==> src/rtl/serial_add_pkg.sv <==
// Shared types and limits for the bit-serial adder controller.
package serial_add_pkg;

  typedef enum logic [1:0] {
    IDLE,
    ADD,
    DONE
  } sa_state_t;

  // Largest operand width the controller is meant to be built with.
  localparam int SA_MAX_WIDTH = 32;

endpackage : serial_add_pkg

==> src/rtl/half_adder.sv <==
// One-bit half adder: the primitive cell of the serial datapath.
module half_adder (
  input  logic a_i,
  input  logic b_i,
  output logic s_o,
  output logic c_o
);

  assign s_o = a_i ^ b_i;
  assign c_o = a_i & b_i;

endmodule : half_adder

==> src/rtl/serial_fa.sv <==
// One-bit full adder built from two half adders plus an OR of their carries.
module serial_fa (
  input  logic a_i,
  input  logic b_i,
  input  logic c_i,
  output logic s_o,
  output logic c_o
);

  logic s0;
  logic c0;
  logic c1;

  half_adder u_ha0 (
    .a_i (a_i),
    .b_i (b_i),
    .s_o (s0),
    .c_o (c0)
  );

  half_adder u_ha1 (
    .a_i (s0),
    .b_i (c_i),
    .s_o (s_o),
    .c_o (c1)
  );

  // The two half-adder carries can never both be 1, so OR completes the cell.
  assign c_o = c0 | c1;

endmodule : serial_fa

==> src/rtl/serial_add_ctrl.sv <==
// Bit-serial adder controller: captures two operands on start, adds them LSB
// first through a single full-adder cell, and holds the result until the
// next accepted start.
// Optional macro SERIAL_ADD_SUBTRACT_EN adds a 'sub' input that turns the
// operation into a - b (B inverted, initial carry 1).
module serial_add_ctrl
  import serial_add_pkg::*;
#(
  parameter int WIDTH = 8
) (
  input  logic             clk,
  input  logic             reset,
  input  logic             start,
`ifdef SERIAL_ADD_SUBTRACT_EN
  input  logic             sub,
`endif
  input  logic [WIDTH-1:0] a,
  input  logic [WIDTH-1:0] b,
  output logic             busy,
  output logic             done,
  output logic [WIDTH-1:0] s,
  output logic             cout
);

  localparam int              CNT_W    = $clog2(WIDTH);
  localparam logic [CNT_W-1:0] CNT_LAST = CNT_W'(WIDTH - 1);

  sa_state_t        state_q;
  logic [WIDTH-1:0] a_sh_q;
  logic [WIDTH-1:0] b_sh_q;
  logic [WIDTH-1:0] res_q;
  logic             carry_q;
  logic [CNT_W-1:0] cnt_q;
  logic             busy_q;
  logic             done_q;
  logic [WIDTH-1:0] s_q;
  logic             cout_q;

  logic             fa_b_d;
  logic             sum_d;
  logic             carry_d;
  logic             carry_init_d;

`ifdef SERIAL_ADD_SUBTRACT_EN
  logic             sub_q;

  // Subtraction is a + ~b + 1: invert the B bit and seed the carry with 1.
  assign fa_b_d       = b_sh_q[0] ^ sub_q;
  assign carry_init_d = sub;
`else
  assign fa_b_d       = b_sh_q[0];
  assign carry_init_d = 1'b0;
`endif

  serial_fa u_fa (
    .a_i (a_sh_q[0]),
    .b_i (fa_b_d),
    .c_i (carry_q),
    .s_o (sum_d),
    .c_o (carry_d)
  );

  // Sequencing FSM with operand shifters, carry, counter and registered outputs.
  // NOTE: every register here uses <= so all updates see pre-edge values;
  // blocking assignments would let the shifters and result race each other.
  always_ff @(posedge clk or posedge reset) begin
    if (reset) begin
      state_q <= IDLE;
      a_sh_q  <= '0;
      b_sh_q  <= '0;
      res_q   <= '0;
      carry_q <= 1'b0;
      cnt_q   <= '0;
      busy_q  <= 1'b0;
      done_q  <= 1'b0;
      s_q     <= '0;
      cout_q  <= 1'b0;
`ifdef SERIAL_ADD_SUBTRACT_EN
      sub_q   <= 1'b0;
`endif
    end else begin
      case (state_q)
        IDLE: begin
          if (start) begin
            a_sh_q  <= a;
            b_sh_q  <= b;
            res_q   <= '0;
            carry_q <= carry_init_d;
            cnt_q   <= '0;
`ifdef SERIAL_ADD_SUBTRACT_EN
            sub_q   <= sub;
`endif
            busy_q  <= 1'b1;
            state_q <= ADD;
          end
        end
        ADD: begin
          // Sum bits enter at the MSB so after WIDTH shifts bit i sits at i.
          res_q   <= {sum_d, res_q[WIDTH-1:1]};
          a_sh_q  <= a_sh_q >> 1;
          b_sh_q  <= b_sh_q >> 1;
          carry_q <= carry_d;
          cnt_q   <= cnt_q + CNT_W'(1);
          if (cnt_q == CNT_LAST) begin
            s_q     <= {sum_d, res_q[WIDTH-1:1]};
            cout_q  <= carry_d;
            done_q  <= 1'b1;
            state_q <= DONE;
          end
        end
        DONE: begin
          done_q  <= 1'b0;
          busy_q  <= 1'b0;
          state_q <= IDLE;
        end
        default: state_q <= IDLE;
      endcase
    end
  end

  assign busy = busy_q;
  assign done = done_q;
  assign s    = s_q;
  assign cout = cout_q;

endmodule : serial_add_ctrl
==> config.mk <==
export PLATFORM = sky130hd
export DESIGN_NAME = serial_add_ctrl
export DESIGN_NICKNAME = d
export VERILOG_FILES = /design/src/rtl/serial_add_pkg.sv /design/src/rtl/half_adder.sv /design/src/rtl/serial_fa.sv /design/src/rtl/serial_add_ctrl.sv
export SDC_FILE = /design/constraint.sdc
export NUM_CORES = 1
export LEC_CHECK = 0
export BUFFER_PORTS_ARGS = -buffer_cell sky130_fd_sc_hd__buf_2
export CORE_UTILIZATION = 49
export CTS_CLUSTER_SIZE = 8
export DETAILED_ROUTE_END_ITERATION = 10
export GPL_TIMING_DRIVEN = 0
export PLACE_DENSITY = 0.8
export SYNTH_ARGS = -nofsm -noshare
export SYNTH_HDL_FRONTEND = slang
export SYNTH_HIERARCHICAL = 1
export SYNTH_SLANG_ARGS = --single-unit
==> constraint.sdc <==
create_clock -name clk -period 1.3 [get_ports clk]
set_input_delay 0.26 -clock clk [delete_from_list [all_inputs] [get_ports clk]]
set_output_delay 0.26 -clock clk [all_outputs]
set_load 0.02 [all_outputs]
**Word-level counts from Yosys, hierarchy flattened**

Cells that the tools add are included.

- Register bits: 41
- Output and inout port bits: 11
- Word-level logic and storage cells: 47

- Add/subtract/negate cells: 1
- Equality and inequality tests: 5
- Multiplexer cells: 17
- Bitwise gates (word level): 5
- Reduce and logical (&&, ||, !) cells: 9

Operators with widths:

| cell | count |
|---|---|
| $pmux 8 s2 | 3 |
| $mux 8 | 3 |
| $reduce_and 2->1 | 5 |
| $pmux 1 s2 | 3 |
| $pmux 3 s2 | 1 |
| $reduce_bool 2->1 | 3 |
| $mux 2 | 2 |
| $ne 2x2->1 const B | 2 |
| $pmux 2 s2 | 1 |
| $add 3x1->3 const B | 1 |
| $eq 3x3->1 const B | 1 |
| $mux 1 | 3 |
| $mux 3 | 1 |
| $and 1x1->1 | 2 |
| $eq 2x1->1 const B | 1 |
| $eq 2x2->1 const B | 1 |
| $logic_not 2->1 | 1 |
| $xor 1x1->1 | 2 |
| $or 1x1->1 | 1 |

**Logic depth before layout (Yosys ltp)**

- Depth in word-level cells: 4
- Mapped depth: 5
- Depth with buffers taken out: 5

**By module**

The synthesis kept the hierarchy.

Modules (own cells, without submodules):

| module | times used | cells an instance | area an instance (µm²) | seq. area each (µm²) |
|---|---|---|---|---|
| serial_add_ctrl | 1 | 138 | 1691.6 | 1001.0 |
| half_adder | 2 | 1 | 12.5 | 0.0 |
| serial_fa | 1 | 1 | 6.3 | 0.0 |

**Least setup slack after synthesis**

OpenSTA, ideal clock, no wires.

- Kind: reg-to-reg
- From: register a_sh_q[0]
- To: register cout_q, in the netlist cout
- Arrival: 1323 ps
- Data required time: 1175 ps
- Path slack: -148 ps
- Cell stages (with the launch flop): 5
- Buffers on the path: 0
- Period minus slack after synthesis: 1448 ps
- Path through: dfrtp_1 > ha_1 > ha_1 > or2_1 > mux2_4

- Longest elaborated chain between the ends: 3

Ends and longest elaborated chain:

| element | line | RTL |
|---|---|---|
| start: declaration | serial_add_ctrl.sv:29 | `logic [WIDTH-1:0] a_sh_q;` |
| start signal: assignment | serial_add_ctrl.sv:100 | `a_sh_q <= a_sh_q >> 1;` |
| $xor 1x1->1 | half_adder.sv:9 | `assign s_o = a_i ^ b_i;` |
| named net u_fa.s0 | serial_fa.sv:10 | `logic s0;` |
| $and 1x1->1 | half_adder.sv:10 | `assign c_o = a_i & b_i;` |
| named net u_fa.c1 | serial_fa.sv:12 | `logic c1;` |
| $or 1x1->1 | serial_fa.sv:29 | `assign c_o = c0 \| c1;` |
| named net carry_d | serial_add_ctrl.sv:41 | `logic carry_d;` |
| end signal: assignment | serial_add_ctrl.sv:106 | `cout_q <= carry_d;` |
| end: declaration | serial_add_ctrl.sv:37 | `logic cout_q;` |

The timed path passes the listed nets, and every way through them passes these cells.
A chain may end at the register's enable or synchronous reset.

**Worst setup path after layout**

- From: register b_sh_q[0]
- To: register cout_q, in the netlist cout

- Longest elaborated chain between the ends: 3

Ends and longest elaborated chain:

| element | line | RTL |
|---|---|---|
| start: declaration | serial_add_ctrl.sv:30 | `logic [WIDTH-1:0] b_sh_q;` |
| start signal: assignment | serial_add_ctrl.sv:101 | `b_sh_q <= b_sh_q >> 1;` |
| $xor 1x1->1 | half_adder.sv:9 |  |
| named net u_fa.s0 | serial_fa.sv:10 |  |
| $and 1x1->1 | half_adder.sv:10 |  |
| named net u_fa.c1 | serial_fa.sv:12 |  |
| $or 1x1->1 | serial_fa.sv:29 |  |
| named net carry_d | serial_add_ctrl.sv:41 |  |

The timed path passes the listed nets, and every way through them passes these cells.

==> results.yml <==
synth:
  ys_warn_count: 6
  async_flop_share_pct: 100
  synth_most_common_cell: "dfrtp_1"
  synth_nets: 164
  synth_top_flop_cell: "dfrtp_1"
  ys_seq_elements: 40
  synth_top_area_share_pct: 58.1
  synthTopCellsByCount: "40 x dfrtp_1, 28 x o22ai_1, 18 x a21oi_1"
  synth.distinct_cells: 21
  synth_area_mm2: 0.00172
  synth_edf_count: 0
  syn_area_per_cell_um2: 12.2
  ys_seq_area_share_pct: 58.1
  yosysTopAreaCell: "dfrtp_1"
  syn_inst: 141
  yosys-top-cells-area: "dfrtp_1 58%, o22ai_1 10%, mux2_4 7.8%"
layout:
  drive_gt1_share_pct: 41.9
  final_cell_count_no_fill: 237
  area_growth_pct: 28.0
  fin_util_pct: 65.6
  diodes: 0
  fill_cells: 256
  nNetsFinal: 213
pwr:
  ir_drop_v: 0.00117
  finalPower_mw: 5.34
  p_int_mw: 3.37
  sw_frac_of_total_pct: 36.9
  p_clk_share_pct: 15.4
  pwr-share-seq_pct: 41.8
  switchingPower_mw: 1.97
  power_frac_comb_pct: 42.8
  leakagePower_nw: 1.05
  powerDensity_mw_per_mm2: 2420
route:
  ant_nets: 0
  post_drt_wl_per_cell_um: 16.5
  vias: 1332
  viasPerCell: 5.62
  drt_wl_total_mm: 3.92
  drtIter0Drc: 123
  remaining_drc_errors: 0
  first_pass_iters: 4
floorplanning:
  start_util_pct: 51.2
  placement_rows: 21
  fp.dieH_um: 61.3
  core_area_mm2: 0.00336
  fp.dieW_um: 61.3
  io_pins: 30
  die_area_mm2: 0.00376
place:
  io_buffers: 29
  pre_cts_slack_ps: -179
  dp_hpwl_mm: 2.45
  gp_congestion: 0.755
  place_inst: 217
flow_run:
  drv_cap: 0
grt:
  grt_overflow: 0
  grt_pass1_wl_mm: 5.86
  antenna_found_initial: 0
  grt_max_degree: 22
  track_usage_pct: 22.1
  grt_pass1_vias: 1282
timing:
  setup_viol: 10
  worst_pin_slew_ps: 844
  fin_ws_ps: -152
  rsz0062_at_grt: "yes"
  period_share_pct: 112
  finalMaxSlewViolations: 0
  finalHoldViolCount: 0
  period_minus_slack_ps: 1450
  skew_ps: 6.53
  fmax_ghz: 0.689
  relSlewSlack_pct: 43.7
  whs_ps: 53.1
cts:
  cts.sinks: 40
  clock_path_buffers: 2
  cts_made_buffers: 5
  postCtsHoldBufs: 0
  cts_root_buf: "clkbuf_4"
  clk_latency_ps: 360
  htreeDepth: 2
  cts.clk_slew.worst_paths_ps: 120
  tritoncts: "done"
hold_path:
  hp-class: "input pin to asynchronous set/reset pin"
setup_path:
  crit_arrival_ps: 1700
  cp-start-kind: "flip-flop"
  end_kind: "flip-flop"
  rrSetupSlack_ps: -150
  r2r-end: "cout"
  rr_startpoint: "b_sh_q[0]"
  r2r_cells: 4
  path_class: "flip-flop to flip-flop"
  cp.required_ps: 1550
  cp_max_fo: 2
status:
  outcome: "finished, violations left"
  violations: "setup timing"
[cell usage in the layout, fill, tap and decap left out, types with 2 or more instances in the layout]
master / instances
nand2_1: 3
buf_4: 13
clkbuf_4: 5
o21ai_0: 4
nand2b_4: 2
o22ai_1: 26
ha_2: 2
buf_6: 3
a21oi_1: 17
buf_2: 33
nor2_1: 2
clkinvlp_4: 2
inv_1: 2
nor2b_1: 2
a22o_1: 10
dfrtp_1: 39
mux2_4: 9
o22ai_2: 2
[logic make-up after synthesis]
kind of cell / after synthesis / synth area share (%)
compound gates: 63 / 22.9
flops: 40 / 58.1
buf+inv: 13 / 3.92
simple gates: 12 / 4.36
mux: 9 / 7.84
fa+ha+maj: 4 / 2.90
[stage by stage]
| stage | cell area (um^2) | TNS (ps) |
|---|---|---|
| after floorplan | 1730 | -746 |
| after global placement | 1930 | -12480 |
| after detailed placement | 1960 | -1710 |
| after CTS | 2130 | -910 |
| after global routing | 2210 | -1300 |
| final | 2210 | -943 |
[state kept, by name, summed over array words and instances (netlist names)]
| register | flops |
|---|---|
| a_sh_q | 8 |
| b_sh_q | 8 |
| busy | 1 |
| carry_q | 1 |
| cnt_q | 3 |
| cout | 1 |
| done | 1 |
| res_q | 7 |
| s | 8 |
| state_q | 2 |
[worst max path at each step]
stage	from	endpoint	slack (ps)	cells after the start
after global routing	b_sh_q[0]	cout	-200	4
after floorplan	b_sh_q[0]	cout	-110	4
final	b_sh_q[0]	cout	-150	4
after CTS	b_sh_q[0]	cout	-150	4
after global placement	reset	a_sh_q[6]	-280	2
after detailed placement	cnt_q[0]	s[7]	-180	4
[final cells by class]
| class | instances | area (um^2) | area share, % |
|---|---|---|---|
| clock inverters | 2 | 35.0 | 1.59 |
| flip-flops and latches | 40 | 1000 | 45.4 |
| clock buffers | 6 | 41.3 | 1.87 |
| plain buffers | 9 | 65.1 | 2.95 |
| repair buffers | 42 | 279 | 12.6 |
| well taps | 46 | 57.6 | 2.61 |
| multi-input cells | 88 | 703 | 31.9 |
| inverters | 4 | 22.5 | 1.02 |
[what timing repair did]
item                                    CTS  global route
endpoints found under the setup margin   21            23
setup buffers                             8             4
pin swaps                                 2             3
gates resized for setup                   8            13
[critical path: stages (launching register included)]
cell and delay (ps):
dfrtp_1 400, ha_1 300, ha_2 160, or2_1 220, mux2_4 270
[power groups by stage]
stage / sequential, mW / clock [mW] / combinational, mW
after global routing: 2.29 / 0.886 / 2.50
after global placement: 2.17 / 0 / 1.82
after floorplan: 2.29 / 0 / 1.31
after detailed placement: 2.22 / 0 / 1.95
after CTS: 2.19 / 0.826 / 2.14
final: 2.23 / 0.822 / 2.29
[per-layer routing]
layer / part of all wire, % / global-route usage, % / wire [um] / up-vias
li1: - / - / - / 632
met4: 3.0 / 12.3 / 119 / 0
met3: 3.4 / 5.25 / 132 / 11
met5: 0 / 0 / 0 / -
met1: 44 / 28.1 / 1710 / 650
met2: 50 / 34.8 / 1960 / 39
Power figures use the tool's default switching activity.
